$ cat src/rtl/mips_isa_pkg.sv
// MIPS instruction-set constants shared by the instruction loader and the datapath control decoder.
// Mnemonic codes, opcode/funct encodings, loader states and word-packing helpers.
package mips_isa_pkg;

   typedef enum logic [4:0] {
      MN_ADD  = 5'd0,
      MN_SUB  = 5'd1,
      MN_AND  = 5'd2,
      MN_OR   = 5'd3,
      MN_NOR  = 5'd4,
      MN_SLT  = 5'd5,
      MN_XOR  = 5'd6,
      MN_ADDI = 5'd7,
      MN_LW   = 5'd8,
      MN_SW   = 5'd9,
      MN_BEQ  = 5'd10,
      MN_BNE  = 5'd11,
      MN_J    = 5'd12,
      MN_ANDI = 5'd13,
      MN_ORI  = 5'd14,
      MN_XORI = 5'd15
   } mnem_t;

   localparam logic [5:0] OP_RTYPE = 6'b000000;
   localparam logic [5:0] OP_J     = 6'b000010;
   localparam logic [5:0] OP_BEQ   = 6'b000100;
   localparam logic [5:0] OP_BNE   = 6'b000101;
   localparam logic [5:0] OP_ADDI  = 6'b001000;
   localparam logic [5:0] OP_ANDI  = 6'b001100;
   localparam logic [5:0] OP_ORI   = 6'b001101;
   localparam logic [5:0] OP_XORI  = 6'b001110;
   localparam logic [5:0] OP_LW    = 6'b100011;
   localparam logic [5:0] OP_SW    = 6'b101011;

   localparam logic [5:0] FUNCT_ADD = 6'b100000;
   localparam logic [5:0] FUNCT_SUB = 6'b100010;
   localparam logic [5:0] FUNCT_AND = 6'b100100;
   localparam logic [5:0] FUNCT_OR  = 6'b100101;
   localparam logic [5:0] FUNCT_XOR = 6'b100110;
   localparam logic [5:0] FUNCT_NOR = 6'b100111;
   localparam logic [5:0] FUNCT_SLT = 6'b101010;

   typedef enum logic [1:0] {
      ST_IDLE = 2'd0,
      ST_RUN  = 2'd1,
      ST_FULL = 2'd2,
      ST_ERR  = 2'd3
   } state_t;

   function automatic logic [31:0] pack_r(input logic [4:0] rs, input logic [4:0] rt,
                                          input logic [4:0] rd, input logic [5:0] funct);
      return {OP_RTYPE, rs, rt, rd, 5'b00000, funct};
   endfunction

   function automatic logic [31:0] pack_i(input logic [5:0] op, input logic [4:0] rs,
                                          input logic [4:0] rt, input logic [15:0] imm);
      return {op, rs, rt, imm};
   endfunction

   function automatic logic [31:0] pack_j(input logic [25:0] target);
      return {OP_J, target};
   endfunction

endpackage

$ cat src/rtl/mips_instr_encoder.sv
// Combinational MIPS encoder: symbolic mnemonic plus register/immediate fields -> 32-bit word.
// Codes outside the defined mnemonic set are flagged illegal and produce a zero word.
module mips_instr_encoder
   import mips_isa_pkg::*;
(
   input  logic [4:0]  i_mnem,
   input  logic [4:0]  i_rs,
   input  logic [4:0]  i_rt,
   input  logic [4:0]  i_rd,
   input  logic [15:0] i_imm,
   input  logic [25:0] i_target,
   output logic [31:0] o_word,
   output logic        o_legal
);

   always_comb begin
      o_word  = 32'd0;
      o_legal = 1'b1;
      case (i_mnem)
         MN_ADD:  o_word = pack_r(i_rs, i_rt, i_rd, FUNCT_ADD);
         MN_SUB:  o_word = pack_r(i_rs, i_rt, i_rd, FUNCT_SUB);
         MN_AND:  o_word = pack_r(i_rs, i_rt, i_rd, FUNCT_AND);
         MN_OR:   o_word = pack_r(i_rs, i_rt, i_rd, FUNCT_OR);
         MN_NOR:  o_word = pack_r(i_rs, i_rt, i_rd, FUNCT_NOR);
         MN_SLT:  o_word = pack_r(i_rs, i_rt, i_rd, FUNCT_SLT);
         MN_XOR:  o_word = pack_r(i_rs, i_rt, i_rd, FUNCT_XOR);
         // Immediates and branch offsets go through untouched; sign handling is the datapath's job.
         MN_ADDI: o_word = pack_i(OP_ADDI, i_rs, i_rt, i_imm);
         MN_LW:   o_word = pack_i(OP_LW,   i_rs, i_rt, i_imm);
         MN_SW:   o_word = pack_i(OP_SW,   i_rs, i_rt, i_imm);
         MN_BEQ:  o_word = pack_i(OP_BEQ,  i_rs, i_rt, i_imm);
         MN_BNE:  o_word = pack_i(OP_BNE,  i_rs, i_rt, i_imm);
         MN_J:    o_word = pack_j(i_target);
         MN_ANDI: o_word = pack_i(OP_ANDI, i_rs, i_rt, i_imm);
         MN_ORI:  o_word = pack_i(OP_ORI,  i_rs, i_rt, i_imm);
         MN_XORI: o_word = pack_i(OP_XORI, i_rs, i_rt, i_imm);
         default: o_legal = 1'b0;
      endcase
   end

endmodule

$ cat src/rtl/instr_encoder_loader.sv
// Instruction-memory loader: accepts symbolic instructions over valid/ready, encodes them and
// writes them to consecutive word addresses starting at BASE_ADDR, one word per cycle.
module instr_encoder_loader
   import mips_isa_pkg::*;
#(
   parameter int ADDR_W    = 8,
   parameter int BASE_ADDR = 0,
   parameter int DEPTH     = 64
) (
   input  logic                         clk,
   input  logic                         rst,
   input  logic                         start,
   input  logic                         finish,
   input  logic                         in_valid,
   output logic                         in_ready,
   input  logic [4:0]                   in_mnem,
   input  logic [4:0]                   in_rs,
   input  logic [4:0]                   in_rt,
   input  logic [4:0]                   in_rd,
   input  logic [15:0]                  in_imm,
   input  logic [25:0]                  in_target,
   output logic                         im_we,
   output logic [ADDR_W-1:0]            im_addr,
   output logic [31:0]                  im_wdata,
   output logic [$clog2(DEPTH+1)-1:0]   count,
   output logic                         busy,
   output logic                         full,
   output logic                         err,
   output logic [$clog2(DEPTH+1)-1:0]   err_index
);

   localparam int CNT_W = $clog2(DEPTH + 1);

   state_t              r_state;
   state_t              w_next_state;
   logic                w_accept;
   logic                w_legal;
   logic [31:0]         w_word;
   logic [ADDR_W-1:0]   w_addr;
   logic                w_last;

   logic                r_we;
   logic [ADDR_W-1:0]   r_addr;
   logic [31:0]         r_wdata;
   logic [CNT_W-1:0]    r_count;
   logic [CNT_W-1:0]    r_err_index;

   mips_instr_encoder u_encoder (
      .i_mnem   (in_mnem),
      .i_rs     (in_rs),
      .i_rt     (in_rt),
      .i_rd     (in_rd),
      .i_imm    (in_imm),
      .i_target (in_target),
      .o_word   (w_word),
      .o_legal  (w_legal)
   );

   // start and finish both steal the cycle, so a beat offered alongside them is held off.
   assign in_ready = (r_state == ST_RUN) && !start && !finish;
   assign w_accept = in_valid && in_ready;
   assign w_last   = (r_count == CNT_W'(DEPTH - 1));
   assign w_addr   = ADDR_W'(BASE_ADDR) + ADDR_W'(r_count);

   always_ff @(posedge clk) begin
      if (rst) begin
         r_state <= ST_IDLE;
      end else begin
         r_state <= w_next_state;
      end
   end

   always_comb begin
      w_next_state = r_state;
      if (start) begin
         w_next_state = ST_RUN;
      end else begin
         case (r_state)
            ST_RUN: begin
               if (w_accept) begin
                  if (!w_legal) begin
                     w_next_state = ST_ERR;
                  end else if (w_last) begin
                     w_next_state = ST_FULL;
                  end
               end else if (finish) begin
                  w_next_state = ST_IDLE;
               end
            end
            ST_FULL: begin
               if (finish) begin
                  w_next_state = ST_IDLE;
               end
            end
            default: w_next_state = r_state;
         endcase
      end
   end

   // Write port register: one-cycle im_we pulse per accepted legal beat, address/data hold otherwise.
   always_ff @(posedge clk) begin
      if (rst) begin
         r_we        <= 1'b0;
         r_addr      <= ADDR_W'(BASE_ADDR);
         r_wdata     <= 32'd0;
         r_count     <= '0;
         r_err_index <= '0;
      end else begin
         r_we <= 1'b0;
         if (start) begin
            r_count     <= '0;
            r_err_index <= '0;
         end else if (w_accept) begin
            if (w_legal) begin
               r_we    <= 1'b1;
               r_addr  <= w_addr;
               r_wdata <= w_word;
               r_count <= r_count + 1'b1;
            end else begin
               r_err_index <= r_count;
            end
         end
      end
   end

   assign im_we     = r_we;
   assign im_addr   = r_addr;
   assign im_wdata  = r_wdata;
   assign count     = r_count;
   assign err_index = r_err_index;
   assign busy      = (r_state == ST_RUN);
   assign full      = (r_state == ST_FULL);
   assign err       = (r_state == ST_ERR);

endmodule

$ cat config.mk
export PLATFORM = sky130hd
export DESIGN_NAME = instr_encoder_loader
export DESIGN_NICKNAME = d
export VERILOG_FILES = /design/src/rtl/mips_isa_pkg.sv /design/src/rtl/mips_instr_encoder.sv /design/src/rtl/instr_encoder_loader.sv
export SDC_FILE = /design/constraint.sdc
export NUM_CORES = 1
export LEC_CHECK = 0
export ABC_AREA = 1
export BUFFER_PORTS_ARGS = -buffer_cell sky130_fd_sc_hd__buf_2
export CAP_MARGIN = 40
export CORE_ASPECT_RATIO = 0.9
export CORE_MARGIN = 2
export CORE_UTILIZATION = 25
export CTS_CLUSTER_SIZE = 8
export DETAILED_ROUTE_END_ITERATION = 6
export PLACE_DENSITY = 0.45
export SLEW_MARGIN = 20
export SYNTH_ARGS = -nofsm -noshare
export SYNTH_HDL_FRONTEND = slang
export SYNTH_SLANG_ARGS = --single-unit
$ cat constraint.sdc
create_clock -name clk -period 3.6 [get_ports clk]
set_input_delay 0.72 -clock clk [delete_from_list [all_inputs] [get_ports clk]]
set_output_delay 0.72 -clock clk [all_outputs]
set_load 0.01 [all_outputs]
After elaboration in Yosys (flattened, before gate mapping)
Index checks and enable logic that the tools add are counted.
{"block": "word_totals", "input_bits": 67, "regBits": 56, "wordCells": 57, "out_inout_bits": 59}
{"block": "op_classes", "mux": 9, "add_sub_neg": 1, "n_reduce_logical": 16, "eq_ne": 21, "bitwise_logic": 3}
{"cell": "32-bit case mux with 16 select lines", "count": 1}
{"cell": "5-bit by 4-bit == test with 1-bit output, second input constant", "count": 8}
{"cell": "5-bit by 3-bit == test with 1-bit output, second input constant", "count": 4}
{"cell": "16-bit OR reduction", "count": 1}
{"cell": "5-bit by 2-bit == test with 1-bit output, second input constant", "count": 2}
{"cell": "2-bit 2-to-1 mux", "count": 4}
{"cell": "2-bit AND reduction", "count": 4}
{"cell": "7-bit by 1-bit adder with 7-bit output, second input constant", "count": 1}
{"cell": "7-bit by 6-bit == test with 1-bit output, second input constant", "count": 1}
{"cell": "5-bit by 1-bit == test with 1-bit output, second input constant", "count": 1}
{"cell": "5-bit zero test", "count": 1}
{"cell": "5-bit by 4-bit inequality test with 1-bit output, second input constant", "count": 1}
{"cell": "2-bit == test, second input constant", "count": 2}
{"cell": "4-bit by 3-bit inequality test with 1-bit output, second input constant", "count": 1}
{"cell": "2-bit case mux with 2 select lines", "count": 1}
{"cell": "1-bit logical AND", "count": 3}
{"cell": "1-bit 2-to-1 mux", "count": 3}
{"cell": "1-bit inverter", "count": 3}
{"cell": "3-bit AND reduction", "count": 1}
{"cell": "3-bit nonzero test", "count": 1}
{"cell": "3-bit OR reduction", "count": 1}
{"cell": "2-bit by 1-bit == test with 1-bit output, second input constant", "count": 1}
{"cell": "1-bit zero test", "count": 2}
{"cell": "2-bit nonzero test", "count": 1}
{"cell": "2-bit OR reduction", "count": 1}

Depth between registers and ports, before layout
{"block": "logic_depth", "word_depth": 7, "ltp_mapped": 9, "ltp_nobuf": 9}

Cells and area by module
A second synthesis with hierarchy kept.
{"block": "hier_totals", "hier_cells": 391, "area_unflattened_um2": 2841.5}
{"mod": "instr_encoder_loader", "n_inst": 1, "area_per_inst_um2": 2208.4, "seq_area_each_um2": 1121.1, "cells_each": 272}
{"mod": "mips_instr_encoder", "n_inst": 1, "area_per_inst_um2": 633.1, "seq_area_each_um2": 0.0, "cells_each": 119}

Worst setup path after synthesis
OpenSTA, ideal clock, no wires.
{"block": "synth_path", "path_kind": "input port to output port", "from": "input port start", "to": "output port in_ready", "arrival_time_ns": 1.021, "path_buffers": 0, "stages": 1, "path_slack_ns": 1.859, "required_time_ns": 2.880, "cell_sequence": "nor3_1"}
{"block": "synth_between", "elab_chain_cells": 3}
{"item": "from (decl)", "line_no": "instr_encoder_loader.sv:12", "text": "input logic start,"}
{"item": "1-bit zero test", "line_no": "instr_encoder_loader.sv:60", "text": "assign in_ready = (r_state == ST_RUN) && !start && !finish;"}
{"item": "1-bit logical AND (2 in series)", "line_no": "instr_encoder_loader.sv:60"}
{"item": "to (decl)", "line_no": "instr_encoder_loader.sv:15", "text": "output logic in_ready,"}
Every way passes these cells.

Worst setup path in the final report
{"block": "layout_path", "from": "register r_state[1]", "to": "output port in_ready"}
{"block": "layout_between", "elab_chain_cells": 3}
{"item": "from (decl)", "line_no": "instr_encoder_loader.sv:34", "text": "state_t r_state;"}
{"item": "from (signal assigned)", "line_no": "instr_encoder_loader.sv:69", "text": "r_state <= w_next_state;"}
{"item": "2-bit by 1-bit == test with 1-bit output", "line_no": "instr_encoder_loader.sv:60"}
{"item": "1-bit logical AND (2 in series)", "line_no": "instr_encoder_loader.sv:60"}
Every way passes these cells.

==> run metrics <==
status=complete, no violations; total die area=between 0.01 and 0.015 sq mm; Yosys warnings=0; P&R area growth vs syn=31.0%; f_max=approximately 460 MHz; TritonCTS Buffers=5; slew margin rel.=63.0%; Worst R2R Setup Slack=1.51 ns; RD Place Congestion=roughly 0.83; count of cell types in the netlist=33; largest net degree at the start of global routing=26; Crit path largest cell delay=0.34 ns; final hold vios=0; peak fanout along the critical path=5; Final nets=596; Mean Syn Cell Area=6.94 sq um; unrepaired setup endpoints after global routing=false; register bit total from synthesis=between 50 and 60; cell family with most CP delay=buffers and inverters; CP arrival=1.44 ns; global-route wire length before repair=14.0 mm; CP most frequent cell=inv_1; htree depth=2; CP startpoint kind=flip-flop; crit path kind=reg2out; Sum Neg Setup Slack=0 ns; leak pwr=0.00195 uW; hold buffers post-CTS=0; register area share after synthesis=39.0%; vias in the first global route=around 2.9k; DRT Pass-1 Iters=6; Post-Syn Area=approximately 0.0028 sq mm; Via Count=2892; final worst slack=1.44 ns; layout filler cell count=1245; Routed Antenna Nets=0; crit-path cells=inv_1, ha_1, inv_1, nor3_1, buf_2; Syn Inst Count=between 400 and 500; initial antenna violation count=1; Initial Util=25.9%; PwrDens=332 mW/mm^2; drt drc=0; FP Rows=36; Die X=116 um; Tcrit/Tclk final=60.1%; CTS tree=built; Iteration-0 DRC Markers=113; Post-CTS Resized=0; clk_lat worst skew=0.29 ns; total core area=0.0109 sq mm; Post-CTS Setup Bufs=0; Fin Clk Skew=0.00424 ns; Tmin final=~2.2 ns; Die Y=105 um; IO buf count=123; Max Slew Vio Count=0; Ports=126; Max-Cap Viols=0; highest-count cells in the layout ignoring fill and taps=123 x buf_2, 75 x nand2_1, 55 x dfxtp_1; layout cells sized above 1=between 20% and 30%; WL final=8.59 mm; GRT overflow=0; pre-CTS setup slack=approximately 1.2 ns; gr usage total=roughly 14%; CP max-delay cell=dfxtp_1; Routed wire per std cell=12.7 um; WP data required=2.88 ns; Max IR drop VDD=between 0.15 and 0.2 mV; final setup fails=0; commonest non-fill, non-tap cell in the layout=buf_2; CP Buf/Inv Count=3; Reg clk slew, reported paths=0.07 ns; Hold WC Path Type=reg2reg; Avg Vias per Cell=4.28; Clk Tree Root Cell=clkbuf_16; CP Capture Type=output pin; CTS Sinks=55; clock tree buffer depth=2; Least-Margin Pin Slew=between 0.5 and 0.6 ns; Detailed Place HPWL=6.56 mm; diodes inserted=0
[through the flow]
stage | area (sq um) | cells | power, uW | hold WS, ns | utilization (%)
after floorplan | 2830 | 408 | 712 | 0.476 | -
after global placement | 3550 | 669 | 778 | 0.476 | 32.6
after detailed placement | 3570 | 670 | 780 | 0.479 | 32.7
after CTS | 3700 | 676 | 1250 | 0.490 | 33.9
after global routing | 3700 | 676 | 1290 | 0.512 | 33.9
final | 3700 | 676 | 1230 | 0.485 | 33.9
[layout make-up]
class	count	area, sq um	share of cell area, %
Clock inverter	1	7.51	0.203
Tap cell	152	190	5.14
Sequential cell	55	1100	29.8
Inverter	56	213	5.75
Clock buffer	5	125	3.38
Timing Repair Buffer	128	661	17.9
Multi-Input combinational cell	279	1400	37.9
[worst reg2reg max path: stages, from the launching register on]
cell and delay [ns]:
dfxtp_1 0.34, inv_1 0.09, ha_1 0.27, nand3_2 0.19
nor2_4 0.45, buf_4 0.32, nand2_1 0.10, nand2_1 0.07
nand2_1 0.05, nand2_1 0.05, nor2_1 0.05
[sequential cells by signal, indices dropped and copies added (netlist names)]
signal     count
im_wdata      31
count          7
err_index      7
im_addr        7
r_state        2
im_we          1
[logic make-up (layout without fill, tap and decap cells)]
group                    after synthesis  after routing  share of synthesized area, %
AND/OR/NAND/NOR                      165            165                          26.5
AO/OA/AOI/OAI                        108            108                          21.1
buffers and inverters                 74            190                          11.5
flip-flops                            55             55                          39.0
adder cells (fa/ha/maj)                4              4                          1.77
other                                  1              2                         0.133
[power by group]
part	total, uW	internal [uW]	switching, uW
clock	464	251	214
combinational	143	58.5	84.8
sequential	621	616	4.56
[synth_stat cells, drive strengths merged]
cell type	count	area [sq um]
or2	1	6.26
dfxtp	55	1100
o21bai	1	7.51
o21a	18	135
nor2	47	204
nor3	8	40.0
nand2	77	299
a21oi	48	244
buf	16	104
nand4	2	18.8
nand3	28	165
conb	1	3.75
clkinv	1	3.75
ha	4	50.1
o21ai	39	195
nand3b	2	15.0
a211oi	1	7.51
clkbuf	2	7.51
o22ai	1	6.26
inv	55	209
[final timing paths]
path,start,endpoint,depth (start not counted)
max,r_state[1]$_SDFFE_PP0P_,in_ready,5
min,count[6]$_SDFFE_PP0P_,count[6]$_SDFFE_PP0P_,2
max reg2reg,r_state[1]$_SDFFE_PP0P_,r_state[0]$_SDFFE_PP0P_,10
min reg2reg,count[6]$_SDFFE_PP0P_,count[6]$_SDFFE_PP0P_,2
[routing by layer]
| metal | GRT usage (%) | vias to the layer above | wire length, um |
|---|---|---|---|
| met5 | 0 | - | 11 |
| met4 | 3.32 | 2 | 87 |
| met3 | 4.06 | 9 | 567 |
| met2 | 23.6 | 76 | 3880 |
| met1 | 18.6 | 1259 | 4050 |
| li1 | - | 1546 | - |
No activity file was read; power rests on OpenSTA's default activity.
